$ cat src/rtl/mips_pkg.sv
// Shared pipeline constants: forwarding mux selects, MD sequencer states and latencies.
package mips_pkg;

  localparam logic [1:0] FWD_RF  = 2'b00;
  localparam logic [1:0] FWD_MEM = 2'b10;
  localparam logic [1:0] FWD_WB  = 2'b01;

  localparam int unsigned MUL_LAT_DEFAULT = 5;
  localparam int unsigned DIV_LAT_DEFAULT = 32;
  localparam int unsigned CNT_W_DEFAULT   = 6;

  typedef enum logic {
    IDLE = 1'b0,
    BUSY = 1'b1
  } md_state_t;

endpackage

$ cat src/rtl/hazard_ctrl_if.sv
// Datapath <-> hazard controller signal bundle; the datapath is the master.
interface hazard_if;

  logic [4:0] RsD, RtD, RsE, RtE;
  logic [4:0] WriteRegE, WriteRegM, WriteRegW;
  logic       RegWriteE, RegWriteM, RegWriteW;
  logic       MemtoRegE, MemtoRegM;
  logic       BranchD, JumpRegD, TakenD;
  logic       MdUseD, MdStartE, MdIsDivE;

  logic       EnF, EnD, FlushD, FlushE;
  logic       ForwardAD, ForwardBD;
  logic [1:0] ForwardAE, ForwardBE;
  logic       MdBusy, MdDone;

  modport master (
    output RsD, RtD, RsE, RtE, WriteRegE, WriteRegM, WriteRegW,
           RegWriteE, RegWriteM, RegWriteW, MemtoRegE, MemtoRegM,
           BranchD, JumpRegD, TakenD, MdUseD, MdStartE, MdIsDivE,
    input  EnF, EnD, FlushD, FlushE, ForwardAD, ForwardBD,
           ForwardAE, ForwardBE, MdBusy, MdDone
  );

  modport slave (
    input  RsD, RtD, RsE, RtE, WriteRegE, WriteRegM, WriteRegW,
           RegWriteE, RegWriteM, RegWriteW, MemtoRegE, MemtoRegM,
           BranchD, JumpRegD, TakenD, MdUseD, MdStartE, MdIsDivE,
    output EnF, EnD, FlushD, FlushE, ForwardAD, ForwardBD,
           ForwardAE, ForwardBE, MdBusy, MdDone
  );

endinterface

$ cat src/rtl/hazard_ctrl_md_seq.sv
// Multiply/divide occupancy sequencer: IDLE/BUSY FSM with a down-counter.
module md_seq
  import mips_pkg::*;
#(
  parameter int unsigned MUL_LAT = MUL_LAT_DEFAULT,
  parameter int unsigned DIV_LAT = DIV_LAT_DEFAULT,
  parameter int unsigned CNT_W   = CNT_W_DEFAULT
) (
  input  logic clk,
  input  logic reset,
  input  logic start,
  input  logic is_div,
  output logic busy,
  output logic done
);

  localparam logic [CNT_W-1:0] MUL_CNT = CNT_W'(MUL_LAT - 1);
  localparam logic [CNT_W-1:0] DIV_CNT = CNT_W'(DIV_LAT - 1);
  localparam logic [CNT_W-1:0] ONE     = CNT_W'(1);

  md_state_t        state_q, state_d;
  logic [CNT_W-1:0] cnt_q, cnt_d;

  always_ff @(posedge clk) begin
    if (reset) begin
      state_q <= IDLE;
      cnt_q   <= '0;
    end else begin
      state_q <= state_d;
      cnt_q   <= cnt_d;
    end
  end

  // A start seen while BUSY is ignored: no restart of the running operation.
  always_comb begin
    state_d = state_q;
    cnt_d   = cnt_q;
    unique case (state_q)
      IDLE: begin
        if (start) begin
          state_d = BUSY;
          cnt_d   = is_div ? DIV_CNT : MUL_CNT;
        end
      end
      BUSY: begin
        if (cnt_q == ONE) begin
          state_d = IDLE;
          cnt_d   = '0;
        end else begin
          cnt_d = cnt_q - ONE;
        end
      end
    endcase
  end

  assign busy = (state_q == BUSY);
  assign done = busy && (cnt_q == ONE);

endmodule

$ cat src/rtl/hazard_ctrl.sv
// Pipeline hazard controller: forwarding selects, load/branch/mult-div stalls, F/D/E enables and flushes.
module hazard_ctrl
  import mips_pkg::*;
#(
  parameter int unsigned MUL_LAT = MUL_LAT_DEFAULT,
  parameter int unsigned DIV_LAT = DIV_LAT_DEFAULT,
  parameter int unsigned CNT_W   = CNT_W_DEFAULT
) (
  input  logic     clk,
  input  logic     reset,
  hazard_if.slave  hz
);

  logic lwstall, brstall, mdstall, stall;
  logic e_hit, m_hit;
  logic md_busy, md_done;

  md_seq #(
    .MUL_LAT (MUL_LAT),
    .DIV_LAT (DIV_LAT),
    .CNT_W   (CNT_W)
  ) u_md_seq (
    .clk    (clk),
    .reset  (reset),
    .start  (hz.MdStartE),
    .is_div (hz.MdIsDivE),
    .busy   (md_busy),
    .done   (md_done)
  );

  always_comb begin
    hz.ForwardAE = FWD_RF;
    if (hz.RsE != '0 && hz.RegWriteM && hz.WriteRegM == hz.RsE)
      hz.ForwardAE = FWD_MEM;
    else if (hz.RsE != '0 && hz.RegWriteW && hz.WriteRegW == hz.RsE)
      hz.ForwardAE = FWD_WB;

    hz.ForwardBE = FWD_RF;
    if (hz.RtE != '0 && hz.RegWriteM && hz.WriteRegM == hz.RtE)
      hz.ForwardBE = FWD_MEM;
    else if (hz.RtE != '0 && hz.RegWriteW && hz.WriteRegW == hz.RtE)
      hz.ForwardBE = FWD_WB;
  end

  assign hz.ForwardAD = (hz.RsD != '0) && hz.RegWriteM && (hz.WriteRegM == hz.RsD);
  assign hz.ForwardBD = (hz.RtD != '0) && hz.RegWriteM && (hz.WriteRegM == hz.RtD);

  // Rt only matters for branches; jr/jalr read Rs alone.
  assign e_hit = hz.RegWriteE && (hz.WriteRegE != '0) &&
                 ((hz.WriteRegE == hz.RsD) || (hz.BranchD && hz.WriteRegE == hz.RtD));
  assign m_hit = hz.MemtoRegM && (hz.WriteRegM != '0) &&
                 ((hz.WriteRegM == hz.RsD) || (hz.BranchD && hz.WriteRegM == hz.RtD));

  assign lwstall = hz.MemtoRegE && ((hz.RtE == hz.RsD) || (hz.RtE == hz.RtD));
  assign brstall = (hz.BranchD || hz.JumpRegD) && (e_hit || m_hit);
  assign mdstall = hz.MdUseD && (hz.MdStartE || (md_busy && !md_done));
  assign stall   = lwstall || brstall || mdstall;

  assign hz.EnF    = !stall;
  assign hz.FlushD = hz.TakenD && !stall;
  assign hz.EnD    = !(stall || hz.FlushD);
  assign hz.FlushE = stall;
  assign hz.MdBusy = md_busy;
  assign hz.MdDone = md_done;

endmodule

$ cat src/flat_wrapper.sv
// flat-port wrapper written by rule: the top's interface ports become plain ports
module hazard_ctrl_flat import mips_pkg::*;
#(
  parameter int unsigned MUL_LAT = MUL_LAT_DEFAULT,
  parameter int unsigned DIV_LAT = DIV_LAT_DEFAULT,
  parameter int unsigned CNT_W   = CNT_W_DEFAULT
)
  (clk, reset, hz_RsD, hz_RtD, hz_RsE, hz_RtE, hz_WriteRegE, hz_WriteRegM, hz_WriteRegW, hz_RegWriteE, hz_RegWriteM, hz_RegWriteW, hz_MemtoRegE, hz_MemtoRegM, hz_BranchD, hz_JumpRegD, hz_TakenD, hz_MdUseD, hz_MdStartE, hz_MdIsDivE, hz_EnF, hz_EnD, hz_FlushD, hz_FlushE, hz_ForwardAD, hz_ForwardBD, hz_ForwardAE, hz_ForwardBE, hz_MdBusy, hz_MdDone);
  hazard_if hz_i ();
  input  logic clk;
  input  logic reset;
  input wire logic [$bits(hz_i.RsD)-1:0] hz_RsD;
  input wire logic [$bits(hz_i.RtD)-1:0] hz_RtD;
  input wire logic [$bits(hz_i.RsE)-1:0] hz_RsE;
  input wire logic [$bits(hz_i.RtE)-1:0] hz_RtE;
  input wire logic [$bits(hz_i.WriteRegE)-1:0] hz_WriteRegE;
  input wire logic [$bits(hz_i.WriteRegM)-1:0] hz_WriteRegM;
  input wire logic [$bits(hz_i.WriteRegW)-1:0] hz_WriteRegW;
  input wire logic [$bits(hz_i.RegWriteE)-1:0] hz_RegWriteE;
  input wire logic [$bits(hz_i.RegWriteM)-1:0] hz_RegWriteM;
  input wire logic [$bits(hz_i.RegWriteW)-1:0] hz_RegWriteW;
  input wire logic [$bits(hz_i.MemtoRegE)-1:0] hz_MemtoRegE;
  input wire logic [$bits(hz_i.MemtoRegM)-1:0] hz_MemtoRegM;
  input wire logic [$bits(hz_i.BranchD)-1:0] hz_BranchD;
  input wire logic [$bits(hz_i.JumpRegD)-1:0] hz_JumpRegD;
  input wire logic [$bits(hz_i.TakenD)-1:0] hz_TakenD;
  input wire logic [$bits(hz_i.MdUseD)-1:0] hz_MdUseD;
  input wire logic [$bits(hz_i.MdStartE)-1:0] hz_MdStartE;
  input wire logic [$bits(hz_i.MdIsDivE)-1:0] hz_MdIsDivE;
  output wire logic [$bits(hz_i.EnF)-1:0] hz_EnF;
  output wire logic [$bits(hz_i.EnD)-1:0] hz_EnD;
  output wire logic [$bits(hz_i.FlushD)-1:0] hz_FlushD;
  output wire logic [$bits(hz_i.FlushE)-1:0] hz_FlushE;
  output wire logic [$bits(hz_i.ForwardAD)-1:0] hz_ForwardAD;
  output wire logic [$bits(hz_i.ForwardBD)-1:0] hz_ForwardBD;
  output wire logic [$bits(hz_i.ForwardAE)-1:0] hz_ForwardAE;
  output wire logic [$bits(hz_i.ForwardBE)-1:0] hz_ForwardBE;
  output wire logic [$bits(hz_i.MdBusy)-1:0] hz_MdBusy;
  output wire logic [$bits(hz_i.MdDone)-1:0] hz_MdDone;
  assign hz_i.RsD = hz_RsD;
  assign hz_i.RtD = hz_RtD;
  assign hz_i.RsE = hz_RsE;
  assign hz_i.RtE = hz_RtE;
  assign hz_i.WriteRegE = hz_WriteRegE;
  assign hz_i.WriteRegM = hz_WriteRegM;
  assign hz_i.WriteRegW = hz_WriteRegW;
  assign hz_i.RegWriteE = hz_RegWriteE;
  assign hz_i.RegWriteM = hz_RegWriteM;
  assign hz_i.RegWriteW = hz_RegWriteW;
  assign hz_i.MemtoRegE = hz_MemtoRegE;
  assign hz_i.MemtoRegM = hz_MemtoRegM;
  assign hz_i.BranchD = hz_BranchD;
  assign hz_i.JumpRegD = hz_JumpRegD;
  assign hz_i.TakenD = hz_TakenD;
  assign hz_i.MdUseD = hz_MdUseD;
  assign hz_i.MdStartE = hz_MdStartE;
  assign hz_i.MdIsDivE = hz_MdIsDivE;
  assign hz_EnF = hz_i.EnF;
  assign hz_EnD = hz_i.EnD;
  assign hz_FlushD = hz_i.FlushD;
  assign hz_FlushE = hz_i.FlushE;
  assign hz_ForwardAD = hz_i.ForwardAD;
  assign hz_ForwardBD = hz_i.ForwardBD;
  assign hz_ForwardAE = hz_i.ForwardAE;
  assign hz_ForwardBE = hz_i.ForwardBE;
  assign hz_MdBusy = hz_i.MdBusy;
  assign hz_MdDone = hz_i.MdDone;
  hazard_ctrl #(.MUL_LAT(MUL_LAT), .DIV_LAT(DIV_LAT), .CNT_W(CNT_W)) u_core (.clk(clk), .reset(reset), .hz(hz_i));
endmodule
$ cat config.mk
export PLATFORM = sky130hd
export DESIGN_NAME = hazard_ctrl_flat
export DESIGN_NICKNAME = d
export VERILOG_FILES = /design/src/rtl/mips_pkg.sv /design/src/rtl/hazard_ctrl_if.sv /design/src/rtl/hazard_ctrl_md_seq.sv /design/src/rtl/hazard_ctrl.sv /design/src/flat_wrapper.sv
export SDC_FILE = /design/constraint.sdc
export NUM_CORES = 1
export LEC_CHECK = 0
export CORE_MARGIN = 2
export CORE_UTILIZATION = 36
export DETAILED_ROUTE_END_ITERATION = 8
export PLACE_DENSITY = 0.84
export REMOVE_ABC_BUFFERS = 1
export SLEW_MARGIN = 25
export SYNTH_ARGS = -nofsm -noshare
export SYNTH_HDL_FRONTEND = slang
export SYNTH_SLANG_ARGS = --single-unit
$ cat constraint.sdc
create_clock -name clk -period 1.4 [get_ports clk]
set_input_delay 0.21 -clock clk [delete_from_list [all_inputs] [get_ports clk]]
set_output_delay 0.21 -clock clk [all_outputs]
set_load 0.01 [all_outputs]
==> results of run 1 <==
cells in the final DEF (no fill, tap or decap), types with 2 or more instances in the layout:
cell / Yosys / routed
buf_6: 2 / 30
xnor2_2: 0 / 6
nand3_2: 0 / 2
o221ai_4: 0 / 2
buf_4: 0 / 40
nor2_4: 1 / 3
dlygate4sd2_1: 0 / 9
or4_4: 2 / 5
dfxtp_2: 0 / 2
clkbuf_2: 0 / 3
nor3_2: 1 / 3
nand4_1: 5 / 5
nand2_1: 6 / 6
nor4_2: 2 / 2
dfxtp_1: 7 / 5
nor4_4: 0 / 2
inv_1: 5 / 5
a21oi_1: 7 / 7
clkdlybuf4s50_1: 0 / 11
nor3_1: 11 / 8
nand3_1: 4 / 2
nor2_1: 11 / 9
xor2_2: 0 / 3
clkbuf_4: 0 / 3
buf_2: 6 / 19
xnor2_1: 22 / 16
nor4_1: 5 / 3
xor2_1: 30 / 27
layout make-up:
class / count / share of cell area
multi-input combinational: 131 / 0.495
inverter: 5 / 0.00771
sequential: 7 / 0.0586
tap: 44 / 0.0226
timing repair buffer: 116 / 0.405
clock buffer: 4 / 0.0108
through the flow:
stage               cell area, µm²  hold WS (ns)
floorplan                     1110         0.279
global placement              2090         0.458
detailed placement            2090         0.483
CTS                           2290         0.490
global route                  2430         0.537
finish                        2430         0.487
registers in the layout (all words and copies together), names as in the netlist:
signal	flops
u_core.u_md_seq.busy	1
u_core.u_md_seq.cnt_q	6
worst max-delay path: cells and delay by family (launching register included):
kind | cells | cell delay (ns)
AO/OA/AOI/OAI | 3 | 0.48
buffers and inverters | 1 | 0.14
AND/OR/NAND/NOR | 2 | 0.50
flip-flops | 1 | 0.33
power by group through the flow:
| stage | combinational [mW] | clock, mW | sequential, mW |
|---|---|---|---|
| 2_1_floorplan | 0.244 | 0 | 0.243 |
| 3_3_place_gp | 0.636 | 0 | 0.233 |
| 3_5_place_dp | 0.656 | 0 | 0.234 |
| 4_1_cts | 0.714 | 0.190 | 0.234 |
| 5_1_grt | 0.860 | 0.202 | 0.238 |
| 6_report | 0.812 | 0.186 | 0.237 |
routing by layer:
metal | GRT usage | share of wire
met3 | 0.0441 | 0.072
met5 | 0 | 0
met2 | 0.523 | 0.48
met4 | 0.112 | 0.055
met1 | 0.352 | 0.40
cells by family after synthesis:
| family | after synthesis |
|---|---|
| and+or+nand+nor | 57 |
| xor gates and xnor gates | 52 |
| AOI/OAI and AO/OA | 20 |
| buffers and inverters | 17 |
| DFF | 7 |
| adders and majority gates | 2 |
final timing paths:
path,startpoint,end,cells past startpoint
max,u_core.u_md_seq.cnt_q[4],hz_FlushE,6
min,u_core.u_md_seq.cnt_q[5],u_core.u_md_seq.cnt_q[5],2
max reg2reg,u_core.u_md_seq.cnt_q[4],u_core.u_md_seq.busy,8
min reg2reg,u_core.u_md_seq.cnt_q[5],u_core.u_md_seq.cnt_q[5],2
repair_timing:
item	4_1_cts	5_1_grt
endpoints found under the hold margin	0	0
gates resized for setup	212	24
buffers inserted	9	6
pin swaps	40	19
endpoints found under the setup margin	12	15
==> results_dict.tcl, run 1 <==
set metrics [dict create \
    hpwl_um 3540 \
    cp.required_ns 1.19 \
    grt_pass1_vias 1666 \
    synth_top_family_by_area "XOR/XNOR gates" \
    grt_antenna_before_repair 0 \
    ant_nets 0 \
    synth_commonest_cells "xor2_1, xnor2_1, nor2_1, nor3_1" \
    port-buffer-count 59 \
    drtPass1Iterations 4 \
    avgSynthCellArea_um2 7.60 \
    place_ws_ns -1.23 \
    io_pins 60 \
    core_area_mm2 0.00308 \
    tns_ns -3.49 \
    clockPowerShare 0.150 \
    synth.area.top_cells "xor2_1, xnor2_1, dfxtp_1, nor3_1, nor2_1" \
    critPathMaxFanout 4 \
    htreeDepth 1 \
    violations "setup timing" \
    drive_gt1_frac 0.521 \
    num-fill-cells 194 \
    power.density_mw_per_mm2 507 \
    diodes 0 \
    p_comb_frac 0.658 \
    finalWorstSetupSlack_ns -0.528 \
    ys_ff_latch 7 \
    die_w_um 61.2 \
    synth_top_area_share 0.223 \
    clock_skew_ns 0.00732 \
    track_usage 0.293 \
    cts_buffers 3 \
    arrival_ns 1.72 \
    synth_compound_area_frac 0.117 \
    cp_slowest_cell "dfxtp_2" \
    fmax_mhz 519 \
    die_y_um 61.2 \
    clockBufferDepth 2 \
    yosysMostFrequentCell "xor2_1" \
    swShare 0.388 \
    vdd.ir_drop.worst_v 0.000443 \
    synth_fa_ha_area_frac 0.0213 \
    vias 1672 \
    dieArea_mm2 0.00374 \
    finalWirelength_um 5580 \
    power_mw 1.23 \
    outcome "complete, but fails checks" \
    multiInputGateArea_mm2 0.00121 \
    area_growth_pct 107 \
    cpPeakStageDelay_ns 0.33 \
    switchingPower_mw 0.479 \
    ctsHoldBuffers 0 \
    viasPerCell 5.45 \
    finalSetupViolations 14 \
    synth_flop_cell "dfxtp_1" \
    muxShareOfSynthArea 0 \
    cts.sinks 7 \
    wire_per_inst_um 18.2 \
    slew_headroom 0.779 \
    drv_slew 0 \
    grt_max_degree 10 \
    routabilityCongestion 0.868 \
    r2r_slack_ns -0.14 \
    start_kind "register" \
    tightestPinTransition_ns 0.330 \
    drv_cap 0 \
    synth_xor_area_frac 0.387 \
    endpoint_kind "output port" \
    num-nets-final 314 \
    insertion_delay_ns 0.25 \
    clk_pin_slew_ns 0.06 \
    stdcell_count 307 \
    period_needed_ns 1.93 \
    start_util 0.383 \
    hold_class "register to register" \
    grt_pass1_wl_um 7980 \
    synth_top_cell_by_area "xor2_1" \
    fin_util 0.791 \
    yosys_warnings 0 \
    syn_area_mm2 0.00118 \
    root_buffer "clkbuf_4" \
    ys_async_sr_fraction 0 \
    power.internal_mw 0.755 \
    yosys.area_share.simple 0.283 \
    path_class "register to output port" \
    synth-seq-area-share 0.119 \
    drc 0 \
    seqCellArea_um2 143 \
    yosysUniqueCellTypes 36 \
    finalHoldViolations 0 \
    seqPwrFrac 0.192 \
    dp.cells 290 \
    finalCritPeriodShare 1.38 \
    grt_overflow 0 \
    synthCells 155 \
    rsz0062_at_grt "yes" \
    crit_path_cell_trace "nor3_4 > a31oi_4 > o21ai_2 > o2111ai_4 > or2_1 > buf_2" \
    p_leak_nw 1.05 \
    synth-edff-count 0 \
    rows 20 \
    drt_iter0_drc 91 \
    cts_tree "built" \
]
No activity file was read; power rests on OpenSTA's default activity.
==> run 2: changes to the inputs <==
Settings changed: CORE_UTILIZATION 36 to 43, PLACE_DENSITY 0.84 to 0.94, SLEW_MARGIN 25 to 0.
Clock period 1.4 ns to 2.25 ns, I/O delays scaled along.
==> results_dict.tcl, run 2 (synthesized netlist as in run 1, its figures left out) <==
set metrics [dict create \
    hpwl_um 3710 \
    regToRegEndpoint "u_core.u_md_seq.cnt_q[2]" \
    cp_slowest_cell "nor4_2" \
    grt_overflow 0 \
    htreeDepth 1 \
    wire_per_inst_um 17.7 \
    slew_headroom 0.779 \
    start_util 0.463 \
    period_needed_ns 2.25 \
    clockBufferDepth 2 \
    hold_class "register to register" \
    grt_pass1_wl_um 7580 \
    drive_gt1_frac 0.312 \
    power.density_mw_per_mm2 320 \
    hold_start "u_core.u_md_seq.cnt_q[5]" \
    port-buffer-count 59 \
    setup.worst_path.start "hz_RtD[3]" \
    final_cell_mix "buf_4, xor2_1, dlygate4sd2_1" \
    grt_max_degree 10 \
    tightestPinTransition_ns 0.328 \
    drv_slew 0 \
    vias 1545 \
    ff2ff_path_depth 6 \
    start_kind "input pin" \
    drv_cap 0 \
    drc 0 \
    ctsHoldBuffers 0 \
    grt_pass1_vias 1585 \
    critPathTopFamily "buffers and inverters" \
    arrival_ns 1.91 \
    routabilityCongestion 0.939 \
    fmax_mhz 445 \
    grt_antenna_before_repair 0 \
    finalCritPeriodShare 0.999 \
    root_buffer "clkbuf_4" \
    cts_tree "built" \
    vdd.ir_drop.worst_v 0.000394 \
    diodes 0 \
    seqCellArea_um2 140 \
    finalWirelength_um 4970 \
    clock_skew_ns 0.00311 \
    multiInputGateArea_mm2 0.00104 \
    cpPeakStageDelay_ns 0.36 \
    io_pins 60 \
    r2r_start "u_core.u_md_seq.cnt_q[3]" \
    viasPerCell 5.52 \
    worstPathBufferInverterCount 4 \
    die_w_um 56.3 \
    drt_iter0_drc 73 \
    place_ws_ns -0.626 \
    cp.required_ns 1.91 \
    regMostFlops "u_core.u_md_seq.cnt_q" \
    cts.sinks 7 \
    insertion_delay_ns 0.26 \
    power_mw 0.686 \
    holdPathStages 2 \
    ant_nets 0 \
    largest_reg_flops 6 \
    clk_pin_slew_ns 0.05 \
    r2r_slack_ns 0.91 \
    dieArea_mm2 0.00317 \
    finalWorstSetupSlack_ns 0.00325 \
    critPathMaxFanout 4 \
    rows 18 \
    core_area_mm2 0.00254 \
    cts_buffers 3 \
    finalSetupViolations 0 \
    crit_path_frequent_cell "buf_4" \
    holdPathEnd "u_core.u_md_seq.cnt_q[5]" \
    num-nets-final 301 \
    crit_path_cell_trace "dlygate4sd2_1 > buf_4 > xor2_1 > nor4_2 > nand3_1 > o2111ai_2 > buf_4 > nor2_1 > buf_2" \
    layout_commonest_cell "buf_4" \
    die_y_um 56.3 \
    endpoint_kind "output port" \
    p_leak_nw 0.946 \
    path_class "input pin to output port" \
    outcome "finished, final reports clean" \
    drtPass1Iterations 4 \
    track_usage 0.306 \
    num-fill-cells 138 \
    finalHoldViolations 0 \
    area_growth_pct 81.8 \
]
-- run 2: cell types whose count changed in the layout (fill, tap and decap cells not counted), moves of 3 or more --
| cell | before | now |
|---|---|---|
| clkdlybuf4s50_1 | 11 | 22 |
| dlygate4sd2_1 | 9 | 23 |
| dlymetal6s2s_1 | 1 | 4 |
| xnor2_2 | 6 | 0 |
| buf_6 | 30 | 4 |
| buf_2 | 19 | 6 |
| xnor2_1 | 16 | 22 |
-- run 2: worst min-delay path, delay by kind of cell, from the launching register on --
kind | cells | cell delay (ns)
DFF | 1 | 0.32
AOI/OAI and AO/OA | 2 | 0.14
-- run 2: cell type report --
class	count	share of cell area
multi-input cells	131	0.486
inverters	5	0.00877
clock buffers	4	0.0123
well taps	30	0.0175
flip-flops and latches	7	0.0655
repair buffers	103	0.410
-- run 2: worst max path at each step --
stage | endpoint | cells after the start | slack (ns)
after floorplan | hz_ForwardAE[0] | 4 | 0.39
after global placement | hz_FlushE | 8 | -0.50
after detailed placement | hz_FlushE | 7 | -0.63
after CTS | hz_FlushD | 7 | 0.0008
after global routing | hz_EnF | 9 | -0.1
final | hz_EnF | 9 | 0.003
-- run 2: stage by stage --
stage / area, µm² / hold WS, ns / TNS, ns / utilization / std cells
finish: 2140 / 0.504 / 0 / 0.841 / 280
CTS: 2070 / 0.487 / 0 / 0.813 / 276
floorplan: 1110 / 0.407 / 0 / - / 143
detailed placement: 2020 / 0.477 / -4.40 / 0.795 / 270
global placement: 2020 / 0.461 / -3.76 / 0.795 / 270
global route: 2140 / 0.545 / -0.245 / 0.841 / 280
-- run 2: routing by layer --
layer | wire (µm) | share of wire | vias up | global-route usage
met5 | 0 | 0 | - | 0
met4 | 140 | 0.028 | 0 | 0.133
met3 | 421 | 0.085 | 18 | 0.0714
met2 | 2490 | 0.50 | 85 | 0.516
met1 | 1920 | 0.39 | 709 | 0.370
li1 | - | - | 733 | -
-- run 2: timing repair --
| action | in CTS | in global routing |
|---|---|---|
| gates cloned | 0 | 0 |
| setup endpoints to repair | 10 | 6 |
| resized for setup | 68 | 17 |
| pin swaps | 14 | 17 |
| buffers inserted | 2 | 4 |
-- run 2: report_power, final --
group / internal (mW) / switching (mW) / total (mW) / leakage, nW
Combinational: 0.221 / 0.198 / 0.419 / 0.873
Clock: 0.0680 / 0.0517 / 0.120 / 0.0150
Sequential: 0.136 / 0.0111 / 0.147 / 0.0581
Total: 0.425 / 0.261 / 0.686 / 0.946
